==> src/rtl/temporizador_pkg.sv <==
// Shared types for the step timer: state encoding and default bus width.
package temporizador_pkg;

   localparam int LARGURA_PADRAO = 16;

   typedef enum logic [1:0] {
      OCIOSO    = 2'd0,
      CONTANDO  = 2'd1,
      PAUSADO   = 2'd2,
      CONCLUIDO = 2'd3
   } estado_t;

endpackage

==> src/rtl/sincroniza_borda.sv <==
// Synchronises an asynchronous level into CLOCKIN and emits a one-cycle pulse per rising edge.
// Latency: pulse is high in the cycle after the SYNC_ESTAGIOS-th edge that samples the input high.
module sincroniza_borda #(
   parameter int SYNC_ESTAGIOS = 2
) (
   input  logic CLOCKIN,
   input  logic RESET,
   input  logic TICKIN,
   output logic tick
);

   logic [SYNC_ESTAGIOS-1:0] r_sync;
   logic                     r_borda;

   always_ff @(posedge CLOCKIN or negedge RESET) begin
      if (!RESET) begin
         r_sync  <= '0;
         r_borda <= 1'b0;
      end else begin
         r_sync  <= {r_sync[SYNC_ESTAGIOS-2:0], TICKIN};
         r_borda <= r_sync[SYNC_ESTAGIOS-1];
      end
   end

   assign tick = r_sync[SYNC_ESTAGIOS-1] & ~r_borda;

endmodule

==> src/rtl/temporizador_etapa.sv <==
// Programmable step timer counting rising edges of the divided clock, with start/pause/cancel.
// Optional TEMPORIZADOR_AUTO_RECARGA_EN: reload DURACAO on completion and keep counting.
module temporizador_etapa
   import temporizador_pkg::*;
#(
   parameter int LARGURA       = LARGURA_PADRAO,
   parameter int SYNC_ESTAGIOS = 2
) (
   input  logic               CLOCKIN,
   input  logic               RESET,
   input  logic               TICKIN,
   input  logic               INICIAR,
   input  logic [LARGURA-1:0] DURACAO,
   input  logic               PAUSA,
   input  logic               CANCELA,
   output logic [LARGURA-1:0] RESTANTE,
   output logic               ATIVO,
   output logic               PRONTO,
   output logic               FIM
);

   estado_t              r_estado;
   logic [LARGURA-1:0]   r_restante;
   logic                 r_fim;
   estado_t              w_estado_prox;
   logic [LARGURA-1:0]   w_restante_prox;
   logic                 w_fim_prox;
   logic                 w_tick;

   sincroniza_borda #(
      .SYNC_ESTAGIOS(SYNC_ESTAGIOS)
   ) u_sincroniza_borda (
      .CLOCKIN(CLOCKIN),
      .RESET  (RESET),
      .TICKIN (TICKIN),
      .tick   (w_tick)
   );

   always_ff @(posedge CLOCKIN or negedge RESET) begin
      if (!RESET) begin
         r_estado   <= OCIOSO;
         r_restante <= '0;
         r_fim      <= 1'b0;
      end else begin
         r_estado   <= w_estado_prox;
         r_restante <= w_restante_prox;
         r_fim      <= w_fim_prox;
      end
   end

   // Priority: CANCELA > INICIAR > PAUSA > tick; INICIAR only acts when not counting.
   always_comb begin
      w_estado_prox   = r_estado;
      w_restante_prox = r_restante;
      w_fim_prox      = 1'b0;
      if (CANCELA) begin
         w_estado_prox   = OCIOSO;
         w_restante_prox = '0;
      end else begin
         case (r_estado)
            OCIOSO, CONCLUIDO: begin
               if (INICIAR) begin
                  if (DURACAO != '0) begin
                     w_estado_prox   = CONTANDO;
                     w_restante_prox = DURACAO;
                  end else begin
                     w_estado_prox   = CONCLUIDO;
                     w_restante_prox = '0;
                     w_fim_prox      = 1'b1;
                  end
               end
            end
            CONTANDO: begin
               if (PAUSA) begin
                  w_estado_prox = PAUSADO;
               end else if (w_tick) begin
                  if (r_restante > LARGURA'(1)) begin
                     w_restante_prox = r_restante - LARGURA'(1);
                  end else begin
                     w_fim_prox = 1'b1;
`ifdef TEMPORIZADOR_AUTO_RECARGA_EN
                     // A zero reload would loop forever, so it ends in CONCLUIDO instead.
                     if (DURACAO != '0) begin
                        w_estado_prox   = CONTANDO;
                        w_restante_prox = DURACAO;
                     end else begin
                        w_estado_prox   = CONCLUIDO;
                        w_restante_prox = '0;
                     end
`else
                     w_estado_prox   = CONCLUIDO;
                     w_restante_prox = '0;
`endif
                  end
               end
            end
            PAUSADO: begin
               if (!PAUSA) begin
                  w_estado_prox = CONTANDO;
               end
            end
            default: begin
               w_estado_prox = OCIOSO;
            end
         endcase
      end
   end

   always_comb begin
      ATIVO    = (r_estado == CONTANDO) || (r_estado == PAUSADO);
      PRONTO   = (r_estado == CONCLUIDO);
      RESTANTE = r_restante;
      FIM      = r_fim;
   end

endmodule

==> config.mk <==
export PLATFORM = sky130hd
export DESIGN_NAME = temporizador_etapa
export DESIGN_NICKNAME = d
export VERILOG_FILES = /design/src/rtl/temporizador_pkg.sv /design/src/rtl/sincroniza_borda.sv /design/src/rtl/temporizador_etapa.sv
export SDC_FILE = /design/constraint.sdc
export NUM_CORES = 1
export LEC_CHECK = 0
export ABC_AREA = 0
export CAP_MARGIN = 0
export CORE_MARGIN = 2
export CORE_UTILIZATION = 51
export DETAILED_ROUTE_END_ITERATION = 8
export PLACE_DENSITY = 0.88
export SYNTH_ARGS = -nofsm -noshare
export SYNTH_HDL_FRONTEND = slang
export SYNTH_SLANG_ARGS = --single-unit
==> constraint.sdc <==
create_clock -name CLOCKIN -period 3.9 [get_ports CLOCKIN]
set_clock_uncertainty 0.1 [all_clocks]
set_input_delay 0.585 -clock CLOCKIN [delete_from_list [all_inputs] [get_ports CLOCKIN]]
set_output_delay 0.585 -clock CLOCKIN [all_outputs]
set_load 0.01 [all_outputs]
==> impl_metrics.tcl, run 1 <==
set metrics [dict create \
    run_status "finished clean" \
    endpoint_kind "output port" \
    setup_ws_ns 1.38 \
    drt_iter0_drc 121 \
    initial_core_util_pct 52.4 \
    setup_viol 0 \
    drive_gt1_share_pct 6.00 \
    relSlewSlack_pct 35.3 \
    root_buffer "clkbuf_4" \
    place.gp.congestion 0.934 \
    grt_pass1_wl_mm 6.84 \
    ys_ff_latch 22 \
    syn_area_mm2 0.00142 \
    drt.antenna.violating_nets 0 \
    place_ws_ns 1.28 \
    place_inst 227 \
    hold_violations 0 \
    die-area_mm2 0.00322 \
    synth_top_area_share_pct 38.8 \
    p_leak_nw 0.765 \
    wire_per_inst_um 17.3 \
    fmax_mhz 397 \
    synthTopCellsByCount "dfrtp_1, a21oi_1, o21ai_0" \
    clock_sinks 22 \
    synth_async_sr_flop_share_pct 100 \
    synthToLayoutAreaGrowth_pct 34.4 \
    h-tree-depth 1 \
    clk_pin_slew_worst_paths_ns 0.12 \
    die_x_um 56.8 \
    track_usage_pct 26.9 \
    post-route-util_pct 70.5 \
    cp.arrival_ns 1.83 \
    drc 0 \
    rrSetupSlack_ns 1.49 \
    insertion_delay_ns 0.31 \
    crit_type "flip-flop to output port" \
    postSynthAreaPerCell_um2 8.93 \
    via_count 1522 \
    portBuffers 40 \
    hold_class "flip-flop to flip-flop" \
    gr-total-overflow 0 \
    die_h_um 56.8 \
    fin_setup_tns_ns 0 \
    n_antenna_cell 0 \
    fin_cells 231 \
    irDropWorstVdd_v 0.000517 \
    grt_pass1_vias 1446 \
    hpwl_mm 3.04 \
    synth_area_leaders "dfrtp_1, ha_1, a22oi_1" \
    whs_ns 0.268 \
    drt_pre_antenna_iters 5 \
    core-area_mm2 0.00271 \
    worst-path-max-fanout 6 \
    syn-instance-count 159 \
    io_pins 41 \
    stdcell_area_mm2 0.00191 \
    rows 19 \
    tightest_slew_ns 0.968 \
    yosys_warnings 0 \
    yosysTopAreaCell "dfrtp_1" \
    synth_ff_type "dfrtp_1" \
    viasPerCell 6.59 \
    rsz0062_at_grt "no" \
    yosysUniqueCellTypes 44 \
    synth_edf_count 0 \
    grt_antenna_before_repair 0 \
    nets 228 \
    yosysMostFrequentCell "dfrtp_1" \
    period_minus_slack_ns 2.52 \
    slew_viol_final 0 \
    grt_max_degree 23 \
    ctsHoldBuffers 0 \
    p_total_mw 1.45 \
    post-cts-setup-buffers 0 \
    fillers 212 \
    clk_path_buf_depth 2 \
    critPathLaunchType "flip-flop" \
    cts_tree "done" \
    seq_area_frac_synth_pct 38.8 \
    max-cap-violations 0 \
    post-route-period-util_pct 64.6 \
    cts_resized 0 \
    wl_mm 4.01 \
    syn_nets 186 \
    post_dp_cell_area_mm2 0.00186 \
    numCtsBuffers 3 \
    p_per_area_mw_per_mm2 757 \
    worstPathRequired_ns 3.21 \
]
==> critical path, cell delays in order (launching register included) <==
cell and delay [ns]:
dfrtp_1 0.41, inv_1 0.08, ha_1 0.37, inv_1 0.13, clkdlybuf4s50_1 0.54
==> cell usage in the layout (no fill, tap or decap), types with 3 or more instances in the layout <==
cell             synthesis  layout
o21ai_0                 11      11
nor3_1                   6       6
a21oi_1                 11      11
a221oi_1                 3       3
a22oi_1                  8       8
buf_4                    0       3
nand3_1                  8       8
ha_1                     5       5
nor4_1                   6       6
dfrtp_1                 22      22
nor2_1                  10      10
clkbuf_4                 0       3
a32oi_1                  3       3
nand2b_1                 4       4
or4_1                    4       4
clkdlybuf4s50_1          0      40
o22ai_1                  3       3
nand2_1                  8       8
inv_1                    9       9
==> kinds of logic after synthesis <==
group | share of synthesized area, %
adder cells (fa/ha/maj) | 4.41
multiplexers | 0.705
buffers and inverters | 4.14
flip-flops | 38.8
AND/OR/NAND/NOR | 24.8
AO/OA/AOI/OAI | 27.1
==> metal layers <==
| metal | part of all wire [%] | track usage, % |
|---|---|---|
| met1 | 42 | 36.9 |
| met2 | 48 | 41.2 |
| met3 | 8.3 | 4.61 |
| met4 | 1.8 | 12.6 |
| met5 | 0 | 0 |
==> power by group <==
group | internal, mW | leakage, nW | switching (mW)
sequential | 0.302 | 0.286 | 0.116
combinational | 0.392 | 0.451 | 0.461
clock | 0.104 | 0.0279 | 0.0721
==> final timing paths <==
check / startpoint / end / cells past startpoint
worst min register to register: u_sincroniza_borda.r_sync[0]$_DFF_PN0_ / u_sincroniza_borda.r_sync[1]$_DFF_PN0_ / 0
worst min-delay path: u_sincroniza_borda.r_sync[0]$_DFF_PN0_ / u_sincroniza_borda.r_sync[1]$_DFF_PN0_ / 0
max in group asynchronous: RESET / RESTANTE[4]$_DFFE_PN0P_ / 1
worst max-delay path: r_estado[0]$_DFFE_PN0P_ / ATIVO / 4
min in group asynchronous: RESET / RESTANTE[7]$_DFFE_PN0P_ / 1
worst max register to register: RESTANTE[0]$_DFFE_PN0P_ / RESTANTE[12]$_DFFE_PN0P_ / 6
==> sequential cells by signal, indices dropped and copies added (netlist names) <==
name                        count
u_sincroniza_borda.r_sync       2
u_sincroniza_borda.r_borda      1
FIM                             1
r_estado                        2
RESTANTE                       16
==> final cells by class <==
| cell class | count | area, um^2 | area share (%) |
|---|---|---|---|
| repair buffers | 43 | 423 | 22.1 |
| multi-input cells | 122 | 811 | 42.5 |
| clock buffers | 3 | 22.5 | 1.18 |
| well taps | 31 | 38.8 | 2.03 |
| flip-flops and latches | 22 | 551 | 28.8 |
| inverters | 9 | 33.8 | 1.77 |
| clock inverters | 1 | 30.0 | 1.57 |
Note: power is estimated with default switching activity, not from simulation.
==> run 2: changes to the inputs <==
--- a/config.mk
+++ b/config.mk
@@ -8,9 +8,9 @@
 export ABC_AREA = 0
 export CAP_MARGIN = 0
 export CORE_MARGIN = 2
-export CORE_UTILIZATION = 51
+export CORE_UTILIZATION = 47
 export DETAILED_ROUTE_END_ITERATION = 8
-export PLACE_DENSITY = 0.88
+export PLACE_DENSITY = 0.82
 export SYNTH_ARGS = -nofsm -noshare
 export SYNTH_HDL_FRONTEND = slang
 export SYNTH_SLANG_ARGS = --single-unit
==> constraint.sdc (replaced) <==
create_clock -name CLOCKIN -period 2.5 [get_ports CLOCKIN]
set_clock_uncertainty 0.1 [all_clocks]
set_input_delay 0.375 -clock CLOCKIN [delete_from_list [all_inputs] [get_ports CLOCKIN]]
set_output_delay 0.375 -clock CLOCKIN [all_outputs]
set_load 0.01 [all_outputs]
==> run 2 against run 1 <==
Hold slack about the same. Final cell count is 1.7% higher. Setup slack worse by 1.1 ns. Highest routed layer unchanged. Global-route usage shrank 2.2 points. Core utilization down 1.8 points. The run now ends with DRC left. Register-to-register slack got worse by 1.2 ns. Critical endpoint unchanged. Critical path depth did not move.
==> impl_metrics.tcl, run 2 (synthesis results as in run 1) <==
set metrics [dict create \
    run_status "finished with violations" \
    violations "DRC" \
    fmax_mhz 442 \
    crit_family "buffers and inverters" \
    drc 2 \
    netSwitchingPower_mw 0.991 \
    irDropWorstVdd_v 0.000515 \
    critical_path.cell_chain "inv_1, ha_1, inv_1, clkdlybuf4s50_1" \
    viasPerCell 6.36 \
    p_per_area_mw_per_mm2 1140 \
    stdcell_area_mm2 0.00193 \
    die-area_mm2 0.00348 \
    post-route-util_pct 68.6 \
    clk_pin_slew_worst_paths_ns 0.11 \
    most-common-layout-cells "clkdlybuf4s50_1, dfrtp_1, o21ai_0, a21oi_1" \
    place_inst 231 \
    cp.arrival_ns 1.79 \
    setup_viol 0 \
    numCtsBuffers 3 \
    layout.cells.most_common "clkdlybuf4s50_1" \
    swShare_pct 45.3 \
    largest_reg_flops 16 \
    crit_type "flip-flop to output port" \
    tightest_slew_ns 0.645 \
    via_count 1494 \
    worstPathBufferInverterCount 3 \
    drive_gt1_share_pct 8.33 \
    worstPathRequired_ns 2.03 \
    p_int_mw 1.20 \
    p_leak_nw 0.776 \
    n_antenna_cell 0 \
    fin_setup_tns_ns 0 \
    crit_top_cell "inv_1" \
    pwr-share-comb_pct 61.4 \
    slew_viol_final 0 \
    period_minus_slack_ns 2.26 \
    grt_max_degree 23 \
    h-tree-depth 1 \
    whs_ns 0.268 \
    die_x_um 59.0 \
    relSlewSlack_pct 56.9 \
    endpoint_kind "output port" \
    p_total_mw 2.19 \
    grt_antenna_before_repair 0 \
    crit_path_top_delay_cell "clkdlybuf4s50_1" \
    rsz0062_at_grt "no" \
    gr-total-overflow 0 \
    post-route-period-util_pct 90.4 \
    worst-path-max-fanout 6 \
    drt_iter0_drc 52 \
    portBuffers 40 \
    clock_sinks 22 \
    core-area_mm2 0.00281 \
    cp_slowest_stage_delay_ns 0.54 \
    place.gp.congestion 0.876 \
    root_buffer "clkbuf_4" \
    grt_pass1_wl_mm 6.58 \
    hold_violations 0 \
    clk_path_buf_depth 2 \
    drt_pre_antenna_iters 6 \
    hpwl_mm 3.07 \
    nets 232 \
    critPathLaunchType "flip-flop" \
    post_dp_cell_area_mm2 0.00189 \
    seqPwrFrac_pct 29.4 \
    post-cts-setup-buffers 0 \
    cts_tree "done" \
    insertion_delay_ns 0.32 \
    setup_ws_ns 0.240 \
    place_ws_ns -0.00205 \
    track_usage_pct 24.7 \
    grt_pass1_vias 1386 \
    wl_mm 4.02 \
    wire_per_inst_um 17.1 \
    initial_core_util_pct 50.6 \
    io_pins 41 \
    die_h_um 59.0 \
    fin_cells 235 \
    max-cap-violations 0 \
    synthToLayoutAreaGrowth_pct 35.6 \
    power_frac_clock_pct 9.2 \
    hold_class "flip-flop to flip-flop" \
    rows 19 \
    drt.antenna.violating_nets 0 \
]
==> run 2: cell count changes in the layout (fill, tap and decap cells not counted) <==
cell,previous run,this run
nor2_2,0,1
buf_4,3,7
bufinv_16,1,0
nor2_1,10,9
clkbuf_8,0,1
==> run 2: final timing paths <==
path / start / endpoint / slack, ns / cells past startpoint
min in group asynchronous: RESET / FIM$_DFF_PN0_ / 0.28 / 2
worst min-delay path: u_sincroniza_borda.r_sync[0]$_DFF_PN0_ / u_sincroniza_borda.r_sync[1]$_DFF_PN0_ / 0.27 / 0
worst min register to register: u_sincroniza_borda.r_sync[0]$_DFF_PN0_ / u_sincroniza_borda.r_sync[1]$_DFF_PN0_ / 0.27 / 0
max in group asynchronous: RESET / RESTANTE[3]$_DFFE_PN0P_ / 1.77 / 2
worst max-delay path: r_estado[0]$_DFFE_PN0P_ / ATIVO / 0.24 / 4
worst max register to register: RESTANTE[0]$_DFFE_PN0P_ / RESTANTE[12]$_DFFE_PN0P_ / 0.27 / 7
==> run 2: power by group through the flow <==
stage                     combinational (mW)  sequential [mW]  clock (mW)
final                                   1.34            0.644       0.202
after global routing                    1.47            0.671       0.216
after CTS                               1.33            0.643       0.203
after detailed placement                1.32            0.650           0
after global placement                  1.29            0.642           0
after floorplan                        0.768            0.667           0
==> run 2: layout make-up <==
class                      count  area (um^2)
timing repair buffer          47          453
clock buffer                   4         36.3
multi-input combinational    122          813
sequential                    22          551
tap                           31         38.8
fill                         235          880
inverter                       9         33.8
==> run 2: timing repair <==
action,4_1_cts,5_1_grt
gates resized for setup,1,0
hold buffers,0,0
setup endpoints to repair,5,0
==> run 2: worst register-to-register path, cell delays in order (launching register included) <==
cell      delay (ns)
dfrtp_1         0.42
inv_1           0.11
ha_1            0.26
o21a_1          0.24
a311oi_1        0.48
buf_4           0.27
o21ai_0         0.10
a32oi_1         0.20
==> run 2: layer usage <==
metal	wire length (um)	GRT usage (%)
met1	1780	34.2
met2	1980	40.0
met3	244	3.49
met4	22	7.47
met5	0	0
